`config.mk`:
```
export PLATFORM = sky130hd
export DESIGN_NAME = mac_accumulator_s8_flat
export DESIGN_NICKNAME = d
export VERILOG_FILES = /design/src/rtl/mac_accumulator_s8_if.sv /design/src/rtl/mac_accumulator_s8.sv /design/src/flat_wrapper.sv
export SDC_FILE = /design/constraint.sdc
export NUM_CORES = 1
export LEC_CHECK = 0
export BUFFER_PORTS_ARGS = -buffer_cell sky130_fd_sc_hd__buf_4
export CORE_MARGIN = 10
export CORE_UTILIZATION = 66
export DETAILED_ROUTE_END_ITERATION = 10
export HOLD_SLACK_MARGIN = 0.02
export MAX_ROUTING_LAYER = met4
export PLACE_DENSITY = 0.87
export REMOVE_ABC_BUFFERS = 1
export SLEW_MARGIN = 20
export SYNTH_ARGS = -nofsm -noshare
export SYNTH_HDL_FRONTEND = slang
export SYNTH_SLANG_ARGS = --single-unit
```
`constraint.sdc`:
```
create_clock -name clk -period 11.01 [get_ports clk]
set_clock_uncertainty 0.2 [all_clocks]
set_input_delay 0.5505 -clock clk [delete_from_list [all_inputs] [get_ports clk]]
set_output_delay 0.5505 -clock clk [all_outputs]
set_load 0.02 [all_outputs]
```
`src/rtl/mac_accumulator_s8_if.sv`:
```
// Handshake bundle between the product stream source, the accumulator and the result consumer.
`timescale 1ns/1ps
interface mac_accumulator_s8_if #(
  parameter int unsigned PROD_W = 16,
  parameter int unsigned ACC_W  = 48,
  parameter int unsigned CNT_W  = 8
) ();
  logic              in_valid;
  logic              in_ready;
  logic [PROD_W-1:0] in_product;
  logic              in_signed;
  logic              in_half;
  logic              in_last;
  logic              out_valid;
  logic              out_ready;
  logic [ACC_W-1:0]  out_acc;
  logic [CNT_W-1:0]  out_count;
  logic              out_overflow;

  // Source of products and sink of results.
  modport master (
    output in_valid, in_product, in_signed, in_half, in_last, out_ready,
    input  in_ready, out_valid, out_acc, out_count, out_overflow
  );

  // The accumulator itself.
  modport slave (
    input  in_valid, in_product, in_signed, in_half, in_last, out_ready,
    output in_ready, out_valid, out_acc, out_count, out_overflow
  );
endinterface

```
`src/rtl/mac_accumulator_s8.sv`:
```
// Group accumulator behind the 8x8 chopped Baugh-Wooley multiplier.
// Full mode: one ACC_W lane per 16-bit product. Half mode: two ACC_W/2 lanes fed by the packed
// 8-bit sub-products, no carry between lanes. Result is held until out_ready.
// Define MAC_ACC_SATURATE_EN to clamp overflowing lanes instead of wrapping them.
`timescale 1ns/1ps
module mac_accumulator_s8 #(
  parameter int unsigned PROD_W = 16,
  parameter int unsigned ACC_W  = 48,
  parameter int unsigned CNT_W  = 8
) (
  input logic                  clk,
  input logic                  reset,
  mac_accumulator_s8_if.slave  bus
);

`ifdef MAC_ACC_SATURATE_EN
  localparam bit Saturate = 1'b1;
`else
  localparam bit Saturate = 1'b0;
`endif

  localparam int unsigned LANE_W = ACC_W / 2;
  localparam int unsigned HALF_W = PROD_W / 2;

  typedef enum logic [0:0] {StAccum, StHold} state_e;

  state_e            state_q;
  logic [ACC_W-1:0]  acc_q;
  logic [CNT_W-1:0]  count_q;
  logic              ovf_q;
  logic              signed_q;
  logic              half_q;
  logic [1:0]        clamp_q;    // lane pinned at its limit for the rest of the group
  logic [ACC_W-1:0]  out_acc_q;
  logic [CNT_W-1:0]  out_count_q;
  logic              out_ovf_q;

  logic              mode_signed, mode_half;
  logic [PROD_W-1:0] p;
  logic [ACC_W-1:0]  full_b, full_res;
  logic [ACC_W:0]    full_sum;
  logic [LANE_W-1:0] lo_a, hi_a, lo_b, hi_b, lo_res, hi_res;
  logic [LANE_W:0]   lo_sum, hi_sum;
  logic              full_ovf, lo_ovf, hi_ovf;
  logic [ACC_W-1:0]  acc_next;
  logic [CNT_W-1:0]  count_next;
  logic              ovf_next;
  logic [1:0]        clamp_next;

  assign bus.in_ready     = (state_q == StAccum);
  assign bus.out_valid    = (state_q == StHold);
  assign bus.out_acc      = out_acc_q;
  assign bus.out_count    = out_count_q;
  assign bus.out_overflow = out_ovf_q;

  // Next accumulator value for the beat on the input, with per-lane overflow and clamping.
  always_comb begin
    p           = bus.in_product;
    // The first beat of a group defines its mode; later beats reuse the latched copy.
    mode_signed = (count_q == '0) ? bus.in_signed : signed_q;
    mode_half   = (count_q == '0) ? bus.in_half   : half_q;
    clamp_next  = clamp_q;

    full_b   = mode_signed ? {{(ACC_W-PROD_W){p[PROD_W-1]}}, p} : {{(ACC_W-PROD_W){1'b0}}, p};
    full_sum = {1'b0, acc_q} + {1'b0, full_b};
    full_ovf = mode_signed ? ((acc_q[ACC_W-1] == full_b[ACC_W-1]) &&
                              (full_sum[ACC_W-1] != acc_q[ACC_W-1]))
                           : full_sum[ACC_W];

    lo_a   = acc_q[LANE_W-1:0];
    hi_a   = acc_q[ACC_W-1:LANE_W];
    lo_b   = mode_signed ? {{(LANE_W-HALF_W){p[HALF_W-1]}}, p[HALF_W-1:0]}
                         : {{(LANE_W-HALF_W){1'b0}}, p[HALF_W-1:0]};
    hi_b   = mode_signed ? {{(LANE_W-HALF_W){p[PROD_W-1]}}, p[PROD_W-1:HALF_W]}
                         : {{(LANE_W-HALF_W){1'b0}}, p[PROD_W-1:HALF_W]};
    lo_sum = {1'b0, lo_a} + {1'b0, lo_b};
    hi_sum = {1'b0, hi_a} + {1'b0, hi_b};
    lo_ovf = mode_signed ? ((lo_a[LANE_W-1] == lo_b[LANE_W-1]) &&
                            (lo_sum[LANE_W-1] != lo_a[LANE_W-1]))
                         : lo_sum[LANE_W];
    hi_ovf = mode_signed ? ((hi_a[LANE_W-1] == hi_b[LANE_W-1]) &&
                            (hi_sum[LANE_W-1] != hi_a[LANE_W-1]))
                         : hi_sum[LANE_W];

    full_res = full_sum[ACC_W-1:0];
    lo_res   = lo_sum[LANE_W-1:0];
    hi_res   = hi_sum[LANE_W-1:0];
    // Clamp direction follows the addend sign: signed overflow only happens with equal signs.
    if (Saturate) begin
      if (clamp_q[0]) begin
        full_res = acc_q;
        lo_res   = lo_a;
      end else if (mode_half && lo_ovf) begin
        lo_res        = !mode_signed ? '1 : (lo_b[LANE_W-1] ? {1'b1, {(LANE_W-1){1'b0}}}
                                                           : {1'b0, {(LANE_W-1){1'b1}}});
        clamp_next[0] = 1'b1;
      end else if (!mode_half && full_ovf) begin
        full_res      = !mode_signed ? '1 : (full_b[ACC_W-1] ? {1'b1, {(ACC_W-1){1'b0}}}
                                                            : {1'b0, {(ACC_W-1){1'b1}}});
        clamp_next[0] = 1'b1;
      end
      if (clamp_q[1]) begin
        hi_res = hi_a;
      end else if (mode_half && hi_ovf) begin
        hi_res        = !mode_signed ? '1 : (hi_b[LANE_W-1] ? {1'b1, {(LANE_W-1){1'b0}}}
                                                           : {1'b0, {(LANE_W-1){1'b1}}});
        clamp_next[1] = 1'b1;
      end
    end

    acc_next   = mode_half ? {hi_res, lo_res} : full_res;
    count_next = (count_q == '1) ? count_q : count_q + 1'b1;
    ovf_next   = ovf_q | (mode_half ? (lo_ovf | hi_ovf) : full_ovf);
  end

  // Control FSM with registered result; the accumulator is cleared as the result is captured
  // since no beat can enter while the result is held.
  always_ff @(posedge clk) begin
    if (reset) begin
      state_q     <= StAccum;
      acc_q       <= '0;
      count_q     <= '0;
      ovf_q       <= 1'b0;
      signed_q    <= 1'b0;
      half_q      <= 1'b0;
      clamp_q     <= '0;
      out_acc_q   <= '0;
      out_count_q <= '0;
      out_ovf_q   <= 1'b0;
    end else begin
      unique case (state_q)
        StAccum: begin
          if (bus.in_valid) begin
            if (bus.in_last) begin
              out_acc_q   <= acc_next;
              out_count_q <= count_next;
              out_ovf_q   <= ovf_next;
              acc_q       <= '0;
              count_q     <= '0;
              ovf_q       <= 1'b0;
              clamp_q     <= '0;
              state_q     <= StHold;
            end else begin
              acc_q   <= acc_next;
              count_q <= count_next;
              ovf_q   <= ovf_next;
              clamp_q <= clamp_next;
              if (count_q == '0) begin
                signed_q <= bus.in_signed;
                half_q   <= bus.in_half;
              end
            end
          end
        end
        StHold: begin
          if (bus.out_ready) state_q <= StAccum;
        end
        default: state_q <= StAccum;
      endcase
    end
  end

endmodule

```
`src/flat_wrapper.sv`:
```
// flat-port wrapper written by rule: the top's interface ports become plain ports
module mac_accumulator_s8_flat 
#(
  parameter int unsigned PROD_W = 16,
  parameter int unsigned ACC_W  = 48,
  parameter int unsigned CNT_W  = 8
)
  (clk, reset, bus_in_valid, bus_in_product, bus_in_signed, bus_in_half, bus_in_last, bus_out_ready, bus_in_ready, bus_out_valid, bus_out_acc, bus_out_count, bus_out_overflow);
  mac_accumulator_s8_if #(.PROD_W(PROD_W), .ACC_W(ACC_W), .CNT_W(CNT_W)) bus_i ();
  input logic clk;
  input logic reset;
  input wire logic [$bits(bus_i.in_valid)-1:0] bus_in_valid;
  input wire logic [$bits(bus_i.in_product)-1:0] bus_in_product;
  input wire logic [$bits(bus_i.in_signed)-1:0] bus_in_signed;
  input wire logic [$bits(bus_i.in_half)-1:0] bus_in_half;
  input wire logic [$bits(bus_i.in_last)-1:0] bus_in_last;
  input wire logic [$bits(bus_i.out_ready)-1:0] bus_out_ready;
  output wire logic [$bits(bus_i.in_ready)-1:0] bus_in_ready;
  output wire logic [$bits(bus_i.out_valid)-1:0] bus_out_valid;
  output wire logic [$bits(bus_i.out_acc)-1:0] bus_out_acc;
  output wire logic [$bits(bus_i.out_count)-1:0] bus_out_count;
  output wire logic [$bits(bus_i.out_overflow)-1:0] bus_out_overflow;
  assign bus_i.in_valid = bus_in_valid;
  assign bus_i.in_product = bus_in_product;
  assign bus_i.in_signed = bus_in_signed;
  assign bus_i.in_half = bus_in_half;
  assign bus_i.in_last = bus_in_last;
  assign bus_i.out_ready = bus_out_ready;
  assign bus_in_ready = bus_i.in_ready;
  assign bus_out_valid = bus_i.out_valid;
  assign bus_out_acc = bus_i.out_acc;
  assign bus_out_count = bus_i.out_count;
  assign bus_out_overflow = bus_i.out_overflow;
  mac_accumulator_s8 #(.PROD_W(PROD_W), .ACC_W(ACC_W), .CNT_W(CNT_W)) u_core (.clk(clk), .reset(reset), .bus(bus_i));
endmodule
```
==> results of run 1 <==
stage by stage:
stage / setup slack, ns / util, % / hold slack, ns
finish: 5.60 / 76.4 / 0.181
global route: 5.21 / 76.4 / 0.197
CTS: 5.71 / 76.4 / 0.180
detailed placement: 5.79 / 71.9 / 0.245
global placement: 5.89 / 71.9 / 0.239
floorplan: 6.18 / - / 0.247
report_power, final:
group	total (mW)	internal (mW)	switching, mW
registers	0.484	0.450	0.0345
logic	0.356	0.136	0.220
clock network	0.569	0.359	0.211
total	1.41	0.944	0.465
flip-flops by register name, indices dropped and copies added (netlist names):
name and count:
u_core.acc_q 48, u_core.bus.out_acc 48, u_core.bus.out_count 8, u_core.count_q 8
u_core.bus.out_overflow 1, u_core.bus.out_valid 1, u_core.half_q 1, u_core.ovf_q 1
u_core.signed_q 1
layer usage:
| layer | global-route usage (%) | vias to the layer above | share of wire [%] | routed length, um |
|---|---|---|---|---|
| met1 | 37.9 | 4427 | 42 | 11700 |
| met5 | - | - | 0 | 0 |
| met3 | 7.07 | 74 | 9.1 | 2510 |
| met2 | 45.2 | 446 | 46 | 12600 |
| met4 | 10.7 | 0 | 2.9 | 811 |
| li1 | - | 4521 | - | - |
critical path, delay by kind of cell, from the launching register on:
kind                       cells  cell delay (ns)
buffers and inverters          1             0.11
AOI/OAI and AO/OA              9             2.06
DFF                            1             0.33
adders and majority gates      2             0.63
and+or+nand+nor                5             1.92
cell type report:
class | count | area, sq um
Sequential cell | 117 | 2340
Clock inverter | 12 | 158
Fill cell | 1081 | 3140
Clock buffer | 18 | 439
Timing Repair Buffer | 91 | 683
Tap cell | 176 | 220
Inverter | 26 | 100
Multi-Input combinational cell | 988 | 6210
placed cells by master, fill, tap and decap left out, types with 13 or more instances in the layout:
cell type	instances
nand3_1	41
and3_1	19
o21ai_0	78
a31oi_1	15
nand4_1	13
o21a_1	14
or3_1	19
buf_4	91
nand2_1	148
mux2i_1	16
xnor2_1	46
xor2_1	19
ha_1	45
clkbuf_16	17
a21oi_1	126
a22oi_1	29
nor3_1	44
nor2_1	102
dfxtp_1	117
a211oi_1	21
inv_1	25
logic make-up after synthesis:
logic type,share of synthesized area [%]
DFF,26.0
buffers and inverters,5.29
muxes,2.60
and+or+nand+nor,23.9
AOI/OAI and AO/OA,29.1
xor gates and xnor gates,6.32
adders and majority gates,6.80
path summary, 6_finish.rpt:
path / startpoint / to / slack [ns] / cells after the start
max: u_core.count_q[0] / u_core.bus.out_overflow / 5.60 / 17
min: bus_out_ready / u_core.bus.out_valid / 0.18 / 3
max reg2reg: u_core.count_q[0] / u_core.bus.out_overflow / 5.60 / 17
min reg2reg: u_core.bus.out_count[4] / u_core.bus.out_count[4] / 0.25 / 2
==> metrics.cfg, run 1 <==
[run_status]
status=complete, no violations

[final_layout]
post-route-cell-area_sq_um=10200
syn2layout_area_growth_pct=12.7
n_antenna_cell=0
drive_above_1_share_pct=12.4
nets=1311
stdcell_count=1428

[logic_synthesis]
synthArstFlopShare_pct=0
synth_top_area_share_pct=26.0
syn-cell-area_sq_um=9010
synthTopCellsByCount=149 x nand2_1, 126 x a21oi_1, 117 x dfxtp_1, 105 x nor2_1, 80 x clkbuf_1
yosys_warnings=0
yosysMostFrequentCell=nand2_1
syn_avg_cell_area_sq_um=7.37
synth-edff-count=0
synth_flop_cell=dfxtp_1
ys_seq_area_share_pct=26.0
yosysTopAreaCell=dfxtp_1
synthTopCellsByArea=dfxtp_1 26%, a21oi_1 7.0%, ha_1 6.2%, nand2_1 6.2%, xnor2_1 4.5%
synth_cells=1224
ys_types=81
ys_seq_elements=117

[floorplan]
io_pins=82
start_util_pct=67.8
fp-row-count=42
dieArea_sq_um=18700
die_y_um=137
die_w_um=137
core_sq_um=13300

[routing]
wl_um=27600
drc=0
viasPerCell=6.63
detail-route-antenna-nets=0
drt_iter0_drc=1099
first_pass_iters=8
vias=9468
wire_per_inst_um=19.3

[timing]
final.setup.tns_ns=0
maxSlewViolCount=0
slew_headroom_pct=32.9
max_freq_mhz=185
hold_viol_final=0
setup_viol=0
worstMarginPinSlew_ns=1.01
period_share_pct=49.1
period_needed_ns=5.41
rsz0062_at_grt=false

[clock_tree]
cts_setup_buffers=0
path_clk_slew_ns=0.06
cts_buffer_depth=2
root_buffer=clkbuf_16
ctsHoldBuffers=0
h-tree-depth=4
cts_resized=0
cts_tree=done
clock-sinks=117
worstSkewPairLatency_ns=0.43
numCtsBuffers=17

[global_routing]
grt_max_degree=93
grt_pass1_wl_um=44200
grt_usage_pct=29.8
antenna_found_initial=0
gr-total-overflow=0
grt_pass1_vias=8689

[critical_path]
end_kind=flop
critPathArrivalTime_ns=5.49
crit_chain=inv_1, ha_1, or4b_2, o21ai_0, nand2_1, and2_1, ha_1, o21a_1, o21ai_0, nand2_1, o2111ai_1, nor3b_1, o211ai_1, o311ai_0, a31oi_1, a211oi_1, a21oi_1
worst_setup_path_start_kind=flop
path_class=flop to flop
crit_fanout=16
critPathSlowestCell=or4b_2
worst_ep_required_time_ns=11.09
critical_path.max_stage_delay_ns=0.61

[placement]
dp_hpwl_um=18700
place_area_sq_um=9560
dp.cells=1398
numPortBuffers=81
gp_congestion=0.934

[power_and_ir_drop]
finalPower_mw=1.41
power_leakage_nw=4.08
peakVddDrop_mv=0.108
pwr_density_cell_nw_per_um2=139

[run]
cap_violations=0

[worst_hold_path]
worstHoldPathType=input pin to flop

No activity file was read; power rests on OpenSTA's default activity.
==> run 2: changes to the inputs <==
CORE_UTILIZATION = 61   (was 66)
PLACE_DENSITY = 0.82   (was 0.87)
clock period = 5.2 ns   (was 11.01 ns; I/O delays follow)
==> run 2 against run 1 <==
Against the previous run: critical path depth up 1; flip-flop and latch count unchanged; largest cell class unchanged; cell count up 0.98%.
==> metrics.cfg, run 2 (synthesis results as in run 1) <==
[clock_tree]
cts_buffer_depth=2  ; unchanged
cts_setup_buffers=0  ; unchanged
cts_tree=done
h-tree-depth=4  ; unchanged
path_clk_slew_ns=0.06  ; about the same
root_buffer=clkbuf_16
worstSkewPairLatency_ns=0.44  ; about the same
numCtsBuffers=17  ; unchanged
clock-sinks=117  ; unchanged

[routing]
wl_met2_um=12000  ; -4.3%
wire_per_inst_um=18.7  ; -3.3%
detail-route-antenna-nets=0  ; unchanged
drt_iter0_drc=1147  ; +4.4%
viasPerCell=6.57  ; -0.98%
vias=9467  ; -0.011%
drc=0  ; unchanged
wl_met3_um=2290  ; -8.8%
top_layer=met4
wl_um=26900  ; -2.4%
first_pass_iters=6  ; -2
wl_met1_um=12000  ; +2.6%

[timing]
final.setup.tns_ns=0  ; unchanged
setup_viol=0  ; unchanged
hold_viol_final=0  ; unchanged
slew_headroom_pct=32.0  ; -0.82 points
max_freq_mhz=209  ; +13%
fin_ws_ns=0.412  ; -5.19 ns
period_share_pct=92.1  ; +43 points
worstMarginPinSlew_ns=1.02  ; +0.0123 ns
timing.hold.ws_ns=0.0372  ; -0.144 ns
period_needed_ns=4.79  ; -0.622 ns
maxSlewViolCount=0  ; unchanged
rsz0062_at_grt=false

[critical_path]
worst_ep_required_time_ns=5.30  ; -5.79 ns
crit_fanout=8  ; -8
worst_setup_path_start_kind=flop
r2r_start=u_core.count_q[0]
endpoint=u_core.bus.out_overflow
timing.reg2reg.worst_path_depth=18  ; +1
crit_start=u_core.count_q[0]
critPathSlowestCell=or4b_2
crit_chain=inv_1, ha_1, or4b_2, o21ai_1, nand2_1, and2_1, ha_1, o21a_1, o21ai_0, nand2_1, o2111ai_1, nor3b_1, buf_4, o211ai_1, o311ai_0, a31oi_1, a211oi_1, a21oi_1
critical_path.max_stage_delay_ns=0.62  ; about the same
critPathArrivalTime_ns=4.88  ; -0.61 ns
cp_top_family=compound AO/OA/AOI/OAI gates
timing.rr.end=u_core.bus.out_overflow
crit_cells=18  ; +1
end_kind=flop
cp_num_buf_inv=2  ; +1
rrSetupSlack_ns=0.41  ; -5.19 ns
path_class=flop to flop

[final_layout]
post-route-cell-area_sq_um=10100  ; -0.23%
n_antenna_cell=0  ; unchanged
mostFrequentLayoutCells=148 x nand2_1, 126 x a21oi_1, 117 x dfxtp_1, 102 x nor2_1, 94 x buf_4
fillers=1243  ; +15%
nets=1315  ; +0.31%
final_common_cell=nand2_1
syn2layout_area_growth_pct=12.4
final_util_pct=69.7  ; -6.7 points
drive_above_1_share_pct=12.5  ; +0.10 points
stdcell_count=1442  ; +0.98%

[worst_hold_path]
worstHoldPathType=input pin to flop

[placement]
numPortBuffers=81  ; unchanged
dp_hpwl_um=18700  ; about the same
dp_slack_ns=0.461  ; -5.33 ns
dp.cells=1409  ; +0.79%
gp_congestion=0.964  ; +3.1%
place_area_sq_um=9590  ; +0.37%

[global_routing]
antenna_found_initial=0  ; unchanged
grt_max_degree=92  ; -1.1%
grt_pass1_wl_um=44000  ; -0.42%
grt_usage_pct=26.9  ; -2.9 points
gr-total-overflow=0  ; unchanged
grt_pass1_vias=8739  ; +0.58%

[power_and_ir_drop]
finalPower_mw=2.84  ; +100%
pwr_density_cell_nw_per_um2=281  ; +100%
power_leakage_nw=4.07  ; -0.38%
peakVddDrop_mv=0.215  ; +99%

[floorplan]
core_sq_um=14500  ; +9.3%
start_util_pct=62.0  ; -5.8 points
die_y_um=142  ; +3.4%
die_w_um=142  ; +3.4%
dieArea_sq_um=20000  ; +7.0%
io_pins=82  ; unchanged
fp-row-count=44  ; +4.8%

[run]
cap_violations=0  ; unchanged

[run_status]
status=complete, no violations

[run 2: changes by cell type in the layout (fill, tap and decap cells not counted), sizes merged]
cell         previous run  this run
clkinvlp                3         4
bufinv                  3         0
inv                    26        27
buf                    91        94
dlygate4sd3             0         1
clkbuf                 18        21
[run 2: layout make-up]
cell class / count / area (sq um) / area share [%]
Clock buffer: 21 / 450 / 4.44
Clock inverter: 11 / 80.1 / 0.790
Inverter: 26 / 100 / 0.988
Multi-Input combinational cell: 988 / 6210 / 61.3
Sequential cell: 117 / 2340 / 23.1
Tap cell: 184 / 230 / 2.27
Timing Repair Buffer: 95 / 716 / 7.06
[run 2: what timing repair did]
| action | 4_1_cts | 5_1_grt |
|---|---|---|
| endpoints found under the hold margin | 1 | 0 |
| endpoints found under the setup margin | 0 | 2 |
| gates resized for setup | 0 | 1 |
| hold buffers | 1 | 0 |
[run 2: worst register-to-register path, cell delays in order, from the launching register on]
cell	delay, ns
dfxtp_1	0.34
inv_1	0.11
ha_1	0.21
or4b_2	0.62
o21ai_1	0.28
nand2_1	0.19
and2_1	0.32
ha_1	0.39
o21a_1	0.19
o21ai_0	0.25
nand2_1	0.10
o2111ai_1	0.10
nor3b_1	0.20
buf_4	0.16
o211ai_1	0.13
o311ai_0	0.38
a31oi_1	0.07
a211oi_1	0.30
a21oi_1	0.11
[run 2: report_power, final]
group          switching, mW  internal [mW]
clock network          0.447          0.620
registers             0.0720          0.952
logic                  0.464          0.290
total                  0.982           1.86
[run 2: per-layer routing]
layer | up-vias | GRT usage [%]
met2 | 441 | 40.5
li1 | 4547 | -
met5 | - | -
met3 | 71 | 5.81
met1 | 4408 | 35.2
met4 | 0 | 8.71
[run 2: how the worst min path moves through the flow]
stage	slack, ns	startpoint	endpoint	cells after the start
after global routing	0.06	bus_in_last	u_core.acc_q[14]	3
final	0.04	bus_in_last	u_core.acc_q[14]	3
after global placement	0.24	u_core.bus.out_acc[32]	u_core.bus.out_acc[32]	2
after detailed placement	0.25	u_core.bus.out_acc[28]	u_core.bus.out_acc[28]	2
after floorplan	0.13	reset	u_core.acc_q[14]	1
after CTS	0.02	bus_in_last	u_core.acc_q[14]	3
==> run 3: changes to the inputs <==
CORE_ASPECT_RATIO = 0.75   (was default)
==> run 3 against run 2 <==
Against the previous run: clock power rose by 12%; cell count is 1.2% higher; clock-buffer cell count down 2; via count rose by 1.2%; setup slack got worse by 0.044 ns; fmax shrank 0.91%; global-route usage increased by 1.3 points; die area grew 0.26%; hold slack worse by 0.0041 ns; register-to-register slack worse by 0.04 ns; non-clock buffer count is 2 higher; first-iteration DRC count decreased by 12%; critical endpoint unchanged; highest routed layer unchanged.
==> metrics.cfg, run 3 (synthesis results as in run 1) <==
[critical_path]
path_class=flop to flop
worst_setup_path_start_kind=flop
crit_fanout=8  ; unchanged
worst_ep_required_time_ns=5.29  ; about the same
critPathSlowestCell=or4b_2
critical_path.max_stage_delay_ns=0.61  ; about the same
end_kind=flop
crit_chain=inv_1, ha_1, or4b_2, o21ai_1, nand2_1, and2_1, ha_1, o21a_1, o21ai_0, nand2_1, o2111ai_1, nor3b_2, o211ai_1, o311ai_0, a31oi_1, a211oi_1, a21oi_1
critPathArrivalTime_ns=4.92  ; +0.04 ns

[clock_tree]
root_buffer=clkbuf_16
cts_setup_buffers=0  ; unchanged
clock-sinks=117  ; unchanged
path_clk_slew_ns=0.06  ; about the same
h-tree-depth=4  ; unchanged
cts_tree=done
worstSkewPairLatency_ns=0.43  ; about the same
cts_buffer_depth=2  ; unchanged
numCtsBuffers=17  ; unchanged

[timing]
final.setup.tns_ns=0  ; unchanged
period_share_pct=92.9  ; +0.85 points
period_needed_ns=4.83  ; +0.0441 ns
slew_headroom_pct=26.1  ; -5.9 points
max_freq_mhz=207  ; -0.91%
worstMarginPinSlew_ns=1.09  ; +0.0744 ns
maxSlewViolCount=0  ; unchanged
rsz0062_at_grt=false
setup_viol=0  ; unchanged
hold_viol_final=0  ; unchanged

[routing]
drc=0  ; unchanged
viasPerCell=6.56  ; about the same
first_pass_iters=5  ; -1
wl_um=29000  ; +8.0%
drt_iter0_drc=1005  ; -12%
vias=9579  ; +1.2%
wire_per_inst_um=19.9  ; +6.6%
detail-route-antenna-nets=0  ; unchanged

[floorplan]
io_pins=82  ; unchanged
start_util_pct=62.4  ; +0.34 points
die_w_um=160  ; +13%
core_sq_um=14500  ; -0.55%
fp-row-count=38  ; -14%
die_y_um=125  ; -12%
dieArea_sq_um=20100  ; +0.26%

[final_layout]
n_antenna_cell=0  ; unchanged
nets=1317  ; +0.15%
fillers=1241  ; -0.16%
final_common_cell=nand2_1
drive_above_1_share_pct=12.9  ; +0.38 points
stdcell_count=1460  ; +1.2%
syn2layout_area_growth_pct=13.5
mostFrequentLayoutCells=148 x nand2_1, 126 x a21oi_1, 117 x dfxtp_1, 102 x nor2_1, 96 x buf_4
post-route-cell-area_sq_um=10200  ; +0.97%

[power_and_ir_drop]
pwr_density_cell_nw_per_um2=293  ; +4.5%
power_leakage_nw=4.12  ; +1.2%
finalPower_mw=3.00  ; +5.5%
peakVddDrop_mv=0.235  ; +9.3%

[global_routing]
grt_pass1_wl_um=45900  ; +4.3%
grt_pass1_vias=8679  ; -0.69%
grt_max_degree=66  ; -28%
grt_usage_pct=28.2  ; +1.3 points
gr-total-overflow=0  ; unchanged
antenna_found_initial=0  ; unchanged

[placement]
dp_hpwl_um=20200  ; +8.1%
numPortBuffers=81  ; unchanged
gp_congestion=0.973  ; +0.93%
place_area_sq_um=9630  ; +0.37%
dp.cells=1427  ; +1.3%

[run_status]
status=complete, no violations

[run]
cap_violations=0  ; unchanged

[worst_hold_path]
worstHoldPathType=input pin to flop

[run 3: changes by cell type in the layout (fill, tap and decap cells not counted), moves of 2 or more]
cell,previous run,this run
clkinvlp_4,4,2
buf_4,94,96
clkbuf_1,3,1
inv_6,1,4
bufinv_16,0,2
[run 3: final timing paths]
check,startpoint,endpoint,slack (ns),cells past startpoint
worst max-delay path,u_core.count_q[0],u_core.bus.out_overflow,0.37,17
worst min-delay path,reset,u_core.bus.out_acc[36],0.03,2
worst max register to register,u_core.count_q[0],u_core.bus.out_overflow,0.37,17
worst min register to register,u_core.bus.out_acc[32],u_core.bus.out_acc[32],0.25,2
[run 3: layer usage]
layer / routed length [um] / GRT usage [%] / up-vias
met5: 0 / - / -
met4: 431 / 7.92 / 0
met3: 3280 / 7.51 / 45
met2: 12000 / 38.8 / 534
met1: 13300 / 39.4 / 4444
li1: - / - / 4556
[run 3: power breakdown]
part           switching (mW)  internal [mW]  leakage [nW]  total [mW]
logic                   0.486          0.290          2.88       0.776
registers              0.0752          0.952         0.952        1.03
clock network           0.473          0.723         0.285        1.20
[run 3: final cells by class]
class / instances / area, sq um / area share (%)
clock buffer: 19 / 443 / 4.33
sequential: 117 / 2340 / 22.9
tap: 200 / 250 / 2.45
inverter: 26 / 100 / 0.978
timing repair buffer: 97 / 731 / 7.14
clock inverter: 13 / 146 / 1.43
multi-input combinational: 988 / 6220 / 60.8
[run 3: critical path, delay by kind of cell (launching register included)]
| family | cells | cell delay, ns |
|---|---|---|
| and+or+nand+nor | 5 | 1.47 |
| DFF | 1 | 0.34 |
| adders and majority gates | 2 | 0.55 |
| AOI/OAI and AO/OA | 9 | 2.01 |
| buffers and inverters | 1 | 0.12 |
[run 3: what timing repair did]
action / CTS / global route
endpoints found under the setup margin: 0 / 2
gates resized for setup: 0 / 2
hold buffers: 1 / 0
endpoints found under the hold margin: 1 / 0
[run 3: per-stage QoR]
stage	hold slack, ns	setup slack, ns	util (%)
floorplan	0.129	0.368	-
finish	0.0331	0.368	70.8
detailed placement	0.245	0.389	66.6
global route	0.0456	0.0978	70.8
CTS	0.0291	0.238	70.8
global placement	0.240	0.539	66.6
